===== config.mk =====
export PLATFORM = sky130hd
export DESIGN_NAME = syn_current_8b
export DESIGN_NICKNAME = d
export VERILOG_FILES = /design/src/rtl/snn_pkg.sv /design/src/rtl/syn_weight_rf.sv /design/src/rtl/syn_current_8b.sv
export SDC_FILE = /design/constraint.sdc
export NUM_CORES = 1
export LEC_CHECK = 0
export CORE_MARGIN = 8
export CORE_UTILIZATION = 50
export CTS_BUF_LIST = sky130_fd_sc_hd__clkbuf_4
export DETAILED_ROUTE_END_ITERATION = 8
export PLACE_DENSITY_LB_ADDON = 0.3
export SLEW_MARGIN = 20
export SYNTH_ARGS = -nofsm -noshare
export SYNTH_HDL_FRONTEND = slang
export SYNTH_SLANG_ARGS = --single-unit

===== constraint.sdc =====
create_clock -name clk -period 21 [get_ports clk]
set_input_delay 3.15 -clock clk [delete_from_list [all_inputs] [get_ports clk]]
set_output_delay 3.15 -clock clk [all_outputs]
set_load 0.05 [all_outputs]

===== src/rtl/snn_pkg.sv =====
// -----------------------------------------------------------------------------
// snn_pkg
// Shared types and helpers for the spiking-neuron datapath (synaptic current
// stage and QIF neuron).
//   SYN_W    : width of the signed synaptic current / weights
//   syn_t    : signed SYN_W-bit value
//   sat_res_t: saturated value plus a flag that is set when clamping occurred
//   sat8()   : clamp a wide signed accumulator into syn_t range [-128, 127]
// -----------------------------------------------------------------------------
package snn_pkg;

    localparam int SYN_W    = 8;
    // Widest accumulator any caller hands to sat8(); narrower callers sign-extend.
    localparam int SAT_IN_W = 16;

    typedef logic signed [SYN_W-1:0] syn_t;

    typedef struct packed {
        syn_t val;
        logic ovf;
    } sat_res_t;

    function automatic sat_res_t sat8(input logic signed [SAT_IN_W-1:0] acc);
        localparam logic signed [SAT_IN_W-1:0] SYN_MAX = 127;
        localparam logic signed [SAT_IN_W-1:0] SYN_MIN = -128;
        sat_res_t r;
        r.val = acc[SYN_W-1:0];
        r.ovf = 1'b0;
        if (acc > SYN_MAX) begin
            r.val = 8'sd127;
            r.ovf = 1'b1;
        end else if (acc < SYN_MIN) begin
            r.val = -8'sd128;
            r.ovf = 1'b1;
        end
        return r;
    endfunction

endpackage


===== src/rtl/syn_weight_rf.sv =====
// -----------------------------------------------------------------------------
// syn_weight_rf
// N_IN x SYN_W signed weight register file, one write port, all entries read
// in parallel through a flattened bus.
//   clk, rst_n : clock, asynchronous active-high reset (clears all weights)
//   w_we       : write enable
//   w_addr     : write index; indices >= N_IN are ignored
//   w_data     : signed weight to write
//   w_flat     : all weights, entry i at bits [i*SYN_W +: SYN_W]
// -----------------------------------------------------------------------------
module syn_weight_rf
    import snn_pkg::*;
#(
    parameter int N_IN = 4
) (
    input  logic                      clk,
    input  logic                      rst_n,
    input  logic                      w_we,
    input  logic [$clog2(N_IN)-1:0]   w_addr,
    input  logic [SYN_W-1:0]          w_data,
    output logic [N_IN*SYN_W-1:0]     w_flat
);

    syn_t w_q [N_IN];

    always_ff @(posedge clk or posedge rst_n) begin
        if (rst_n) begin
            for (int i = 0; i < N_IN; i++) w_q[i] <= '0;
        end else if (w_we && (int'(w_addr) < N_IN)) begin
            // Guard matters only when N_IN is not a power of two.
            w_q[w_addr] <= w_data;
        end
    end

    always_comb begin
        w_flat = '0;
        for (int i = 0; i < N_IN; i++) w_flat[i*SYN_W +: SYN_W] = w_q[i];
    end

endmodule


===== src/rtl/syn_current_8b.sv =====
// -----------------------------------------------------------------------------
// syn_current_8b
// Leaky synaptic current integrator feeding the QIF neuron's I_syn input.
// Spikes are latched between update strobes; on each tick the current decays
// by I >>> DECAY_SHIFT, the weights of all hit inputs are added, and the
// result is clamped to 8 bits.
//   clk, rst_n : clock, asynchronous active-high reset
//   spike_in   : presynaptic spike pulses, one bit per input
//   tick       : update strobe
//   w_we/w_addr/w_data : weight write port
//   I_syn      : registered signed current
//   sat        : set for the update whose result was clamped
// -----------------------------------------------------------------------------
module syn_current_8b
    import snn_pkg::*;
#(
    parameter int N_IN        = 4,
    parameter int DECAY_SHIFT = 2
) (
    input  logic                    clk,
    input  logic                    rst_n,
    input  logic [N_IN-1:0]         spike_in,
    input  logic                    tick,
    input  logic                    w_we,
    input  logic [$clog2(N_IN)-1:0] w_addr,
    input  logic [SYN_W-1:0]        w_data,
    output logic [SYN_W-1:0]        I_syn,
    output logic                    sat
);

    localparam int ACC_W = SYN_W + $clog2(N_IN) + 1;

    logic [N_IN*SYN_W-1:0] w_flat;
    logic [N_IN-1:0]       pend;
    logic [N_IN-1:0]       hit_p0;
    syn_t                  cur_p0;
    syn_t                  wi_p0;
    logic signed [ACC_W-1:0]    acc_p0;
    logic signed [SAT_IN_W-1:0] acc16_p0;
    sat_res_t              res_p0;

    syn_weight_rf #(.N_IN(N_IN)) u_rf (
        .clk    (clk),
        .rst_n  (rst_n),
        .w_we   (w_we),
        .w_addr (w_addr),
        .w_data (w_data),
        .w_flat (w_flat)
    );

    // Spike latch: a repeat spike before the tick collapses into one hit.
    always_ff @(posedge clk or posedge rst_n) begin
        if (rst_n)     pend <= '0;
        else if (tick) pend <= '0;
        else           pend <= pend | spike_in;
    end

    // Stage 0: decay + weighted sum. The RF still holds the pre-write weight
    // during a colliding write, so the update naturally uses the old value.
    always_comb begin
        hit_p0 = pend | spike_in;
        cur_p0 = I_syn;
        wi_p0  = '0;
        acc_p0 = ACC_W'(cur_p0) - ACC_W'(cur_p0 >>> DECAY_SHIFT);
        for (int i = 0; i < N_IN; i++) begin
            wi_p0 = w_flat[i*SYN_W +: SYN_W];
            if (hit_p0[i]) acc_p0 = acc_p0 + ACC_W'(wi_p0);
        end
        acc16_p0 = SAT_IN_W'(acc_p0);
        res_p0   = sat8(acc16_p0);
    end

    // Stage 1: output registers, loaded only on tick.
    always_ff @(posedge clk or posedge rst_n) begin
        if (rst_n) begin
            I_syn <= '0;
            sat   <= 1'b0;
        end else if (tick) begin
            I_syn <= res_p0.val;
            sat   <= res_p0.ovf;
        end
    end

endmodule


==> impl_metrics.csv <==
group,metric,value,unit
status,outcome,"completed",
synth,async_flop_share,100,%
worst_setup_path,slowest_delay,0.56,ns
synth,yosys_warnings,0,
finish,final_area,4550,um^2
floorplanning,die_w,107,um
finish,syn_to_final_growth,10.8,%
clock_network,cts_hold_buffers,0,
detailed_routing,wl,9830,um
detailed_routing,firstDrtPassIters,4,
detailed_routing,drcViolationCount,0,
finish,diodes,0,
clock_network,cts_tree,"built",
sta,slew_headroom,45.8,%
sta,fin_ws,11.71,ns
sta,setup_violations,0,
sta,fmax,108,MHz
grt,grt_pass1_vias,3390,
sta,rsz0062_at_grt,"false",
floorplanning,initial_core_util,50.8,%
placed_design,place_ws,11.31,ns
floorplanning,io_pins,27,
detailed_routing,final_antenna_net_count,0,
sta,tns,0,ns
placed_design,gp_congestion,0.876,
detailed_routing,via_per_inst,5.90,
sta,worst_pin_slew,0.811,ns
worst_setup_path,cp.arrival,9.59,ns
synth,syn-cell-area,4110,um^2
finish,final_layout_size_suffix_gt1_share,13.5,%
clock_network,cts_root_buffer,"clkbuf_4",
clock_network,cts.repair.resized,0,
clock_network,cts_htree_levels,2,
synth,synthTopCellsByArea,"dfrtp_1, ha_1, mux2_2",
worst_setup_path,crit_path_frequent_cell,"nor2_1",
worst_setup_path,crit_path_top_delay_cell,"or2_0",
clock_network,clk_pin_slew,0.17,ns
clock_network,cts_setup_buffers,0,
worst_setup_path,criticalPathCategory,"in -> reg",
synth,syn_inst,440,
synth,yosysMostFrequentCell,"ha_1",
worst_setup_path,end_kind,"flop",
grt,antenna_found_initial,0,
clock_network,cts_buffers,5,
synth,synth_ff_type,"dfrtp_1",
clock_network,clkLatencyLatePin,0.38,ns
min_path,hold_class,"reg -> reg",
synth,yosys-top-cells-count,"ha_1, dfrtp_1, mux2_2, nor2_1, a21oi_1",
placed_design,dp_cells,565,
run,cap_violations,0,
detailed_routing,wire_per_inst,17.2,um
clock_network,clock_sinks,45,
sta,min_period,9.29,ns
clock_network,clockBufferDepth,2,
synth,synth-edff-count,0,
placed_design,place_area,4480,um^2
floorplanning,coreArea,8090,um^2
synth,synth_cell_types,54,
worst_setup_path,critPathLaunchType,"primary input",
detailed_routing,vias,3378,
sta,fin_skew,0.0134,ns
grt,grt_pass1_wl,16400,um
sta,finalCritPeriodShare,44.3,%
sta,hold_viol,0,
grt,track_usage,17.8,%
grt,grt_overflow_total,0,
worst_setup_path,critPathRequiredTime,21.30,ns
grt,grt_max_degree,46,
finish,final_cells,573,
sta,drv_slew,0,
floorplanning,rows,33,
synth,synth_top_area_share,27.4,%
synth,syn_avg_cell_area,9.34,um^2
placed_design,dp_hpwl,8010,um
detailed_routing,drtIter0Drc,109,
floorplanning,die_y,107,um
placed_design,numPortBuffers,26,
floorplanning,die-area,11400,um^2
worst_setup_path,critical_path_peak_fanout,14,
finish,nets,538,
synth,ys_seq_area_share,27.4,%
synth,synth-seq-cells,45,
synth,synth_nets,511,
synth,yosysTopAreaCell,"dfrtp_1",
-- per-stage QoR --
stage,hold WS (ns),utilization (%)
after floorplan,0.486,-
after global placement,0.499,55.4
after detailed placement,0.496,55.4
after CTS,0.539,56.2
after global routing,0.559,56.2
final,0.541,56.2
-- placed cells by master, fill, tap and decap left out, drive strengths merged, types with 2 or more instances in the layout --
master / instances
ha: 48
nand2b: 4
and2: 2
nand3b: 2
inv: 25
clkbuf: 5
mux2i: 2
o31ai: 3
or3: 2
nor3: 8
a21o: 9
xnor2: 16
o211ai: 4
dfrtp: 45
a211oi: 12
nand2: 29
o2bb2ai: 2
fa: 5
buf: 2
o22a: 9
a211o: 3
nor2b: 3
nand3: 11
o2111ai: 3
o21ai: 25
o31a: 2
a21oi: 31
nor2: 40
mux2: 42
or2: 6
a2111oi: 3
o21bai: 6
xor2: 16
o21a: 4
clkdlybuf4s50: 26
-- cell families after synthesis --
logic type      count (synthesis)  share of synthesized area, %
buf+inv                        31                          2.83
flops                          45                          27.4
xor+xnor                       33                          7.40
mux                            44                          12.1
compound gates                125                          21.3
simple gates                  109                          11.9
fa+ha+maj                      53                          17.1
-- worst max-delay path: cells and delay by family --
family / cells / cell delay (ns)
AO/OA/AOI/OAI: 8 / 2.07
XOR/XNOR: 3 / 0.68
adder cells (fa/ha/maj): 4 / 1.39
buffers and inverters: 2 / 0.53
multiplexers: 1 / 0.29
AND/OR/NAND/NOR: 10 / 1.44
-- routing by layer --
| layer | up-vias | routed length [um] | track usage, % | part of all wire (%) |
|---|---|---|---|---|
| li1 | 1662 | - | - | - |
| met1 | 1665 | 4630 | 22.5 | 47 |
| met2 | 41 | 4820 | 30.5 | 49 |
| met3 | 10 | 258 | 3.06 | 2.6 |
| met4 | 0 | 125 | 5.03 | 1.3 |
| met5 | - | 0 | 0 | 0 |
-- path summary, 6_finish.rpt --
kind / startpoint / end / slack (ns) / cells after the start
worst min-delay path: u_rf.w_flat[20] / u_rf.w_flat[20] / 0.54 / 1
min in group asynchronous: rst_n / u_rf.w_flat[16] / 3.19 / 2
worst max-delay path: spike_in[0] / I_syn[0] / 11.71 / 28
max in group asynchronous: rst_n / u_rf.w_flat[23] / 17.32 / 2
worst min register to register: u_rf.w_flat[20] / u_rf.w_flat[20] / 0.54 / 1
worst max register to register: I_syn[0] / I_syn[0] / 13.34 / 33
-- final cells by class --
| type | instances | area, um^2 |
|---|---|---|
| clock buffer | 5 | 37.5 |
| clock inverter | 3 | 28.8 |
| fill | 767 | 3540 |
| inverter | 23 | 87.6 |
| multi-input combinational | 364 | 2870 |
| sequential | 45 | 1130 |
| tap | 105 | 131 |
| timing repair buffer | 28 | 275 |
-- state kept, by name (all words and copies together) (netlist names) --
register and flops:
sat 1, pend 4, u_rf.w_flat 32, I_syn 8
Power is left out: the tool's default activity adds up to more than one toggle a clock period on the data nets, which glitch-free logic cannot reach.
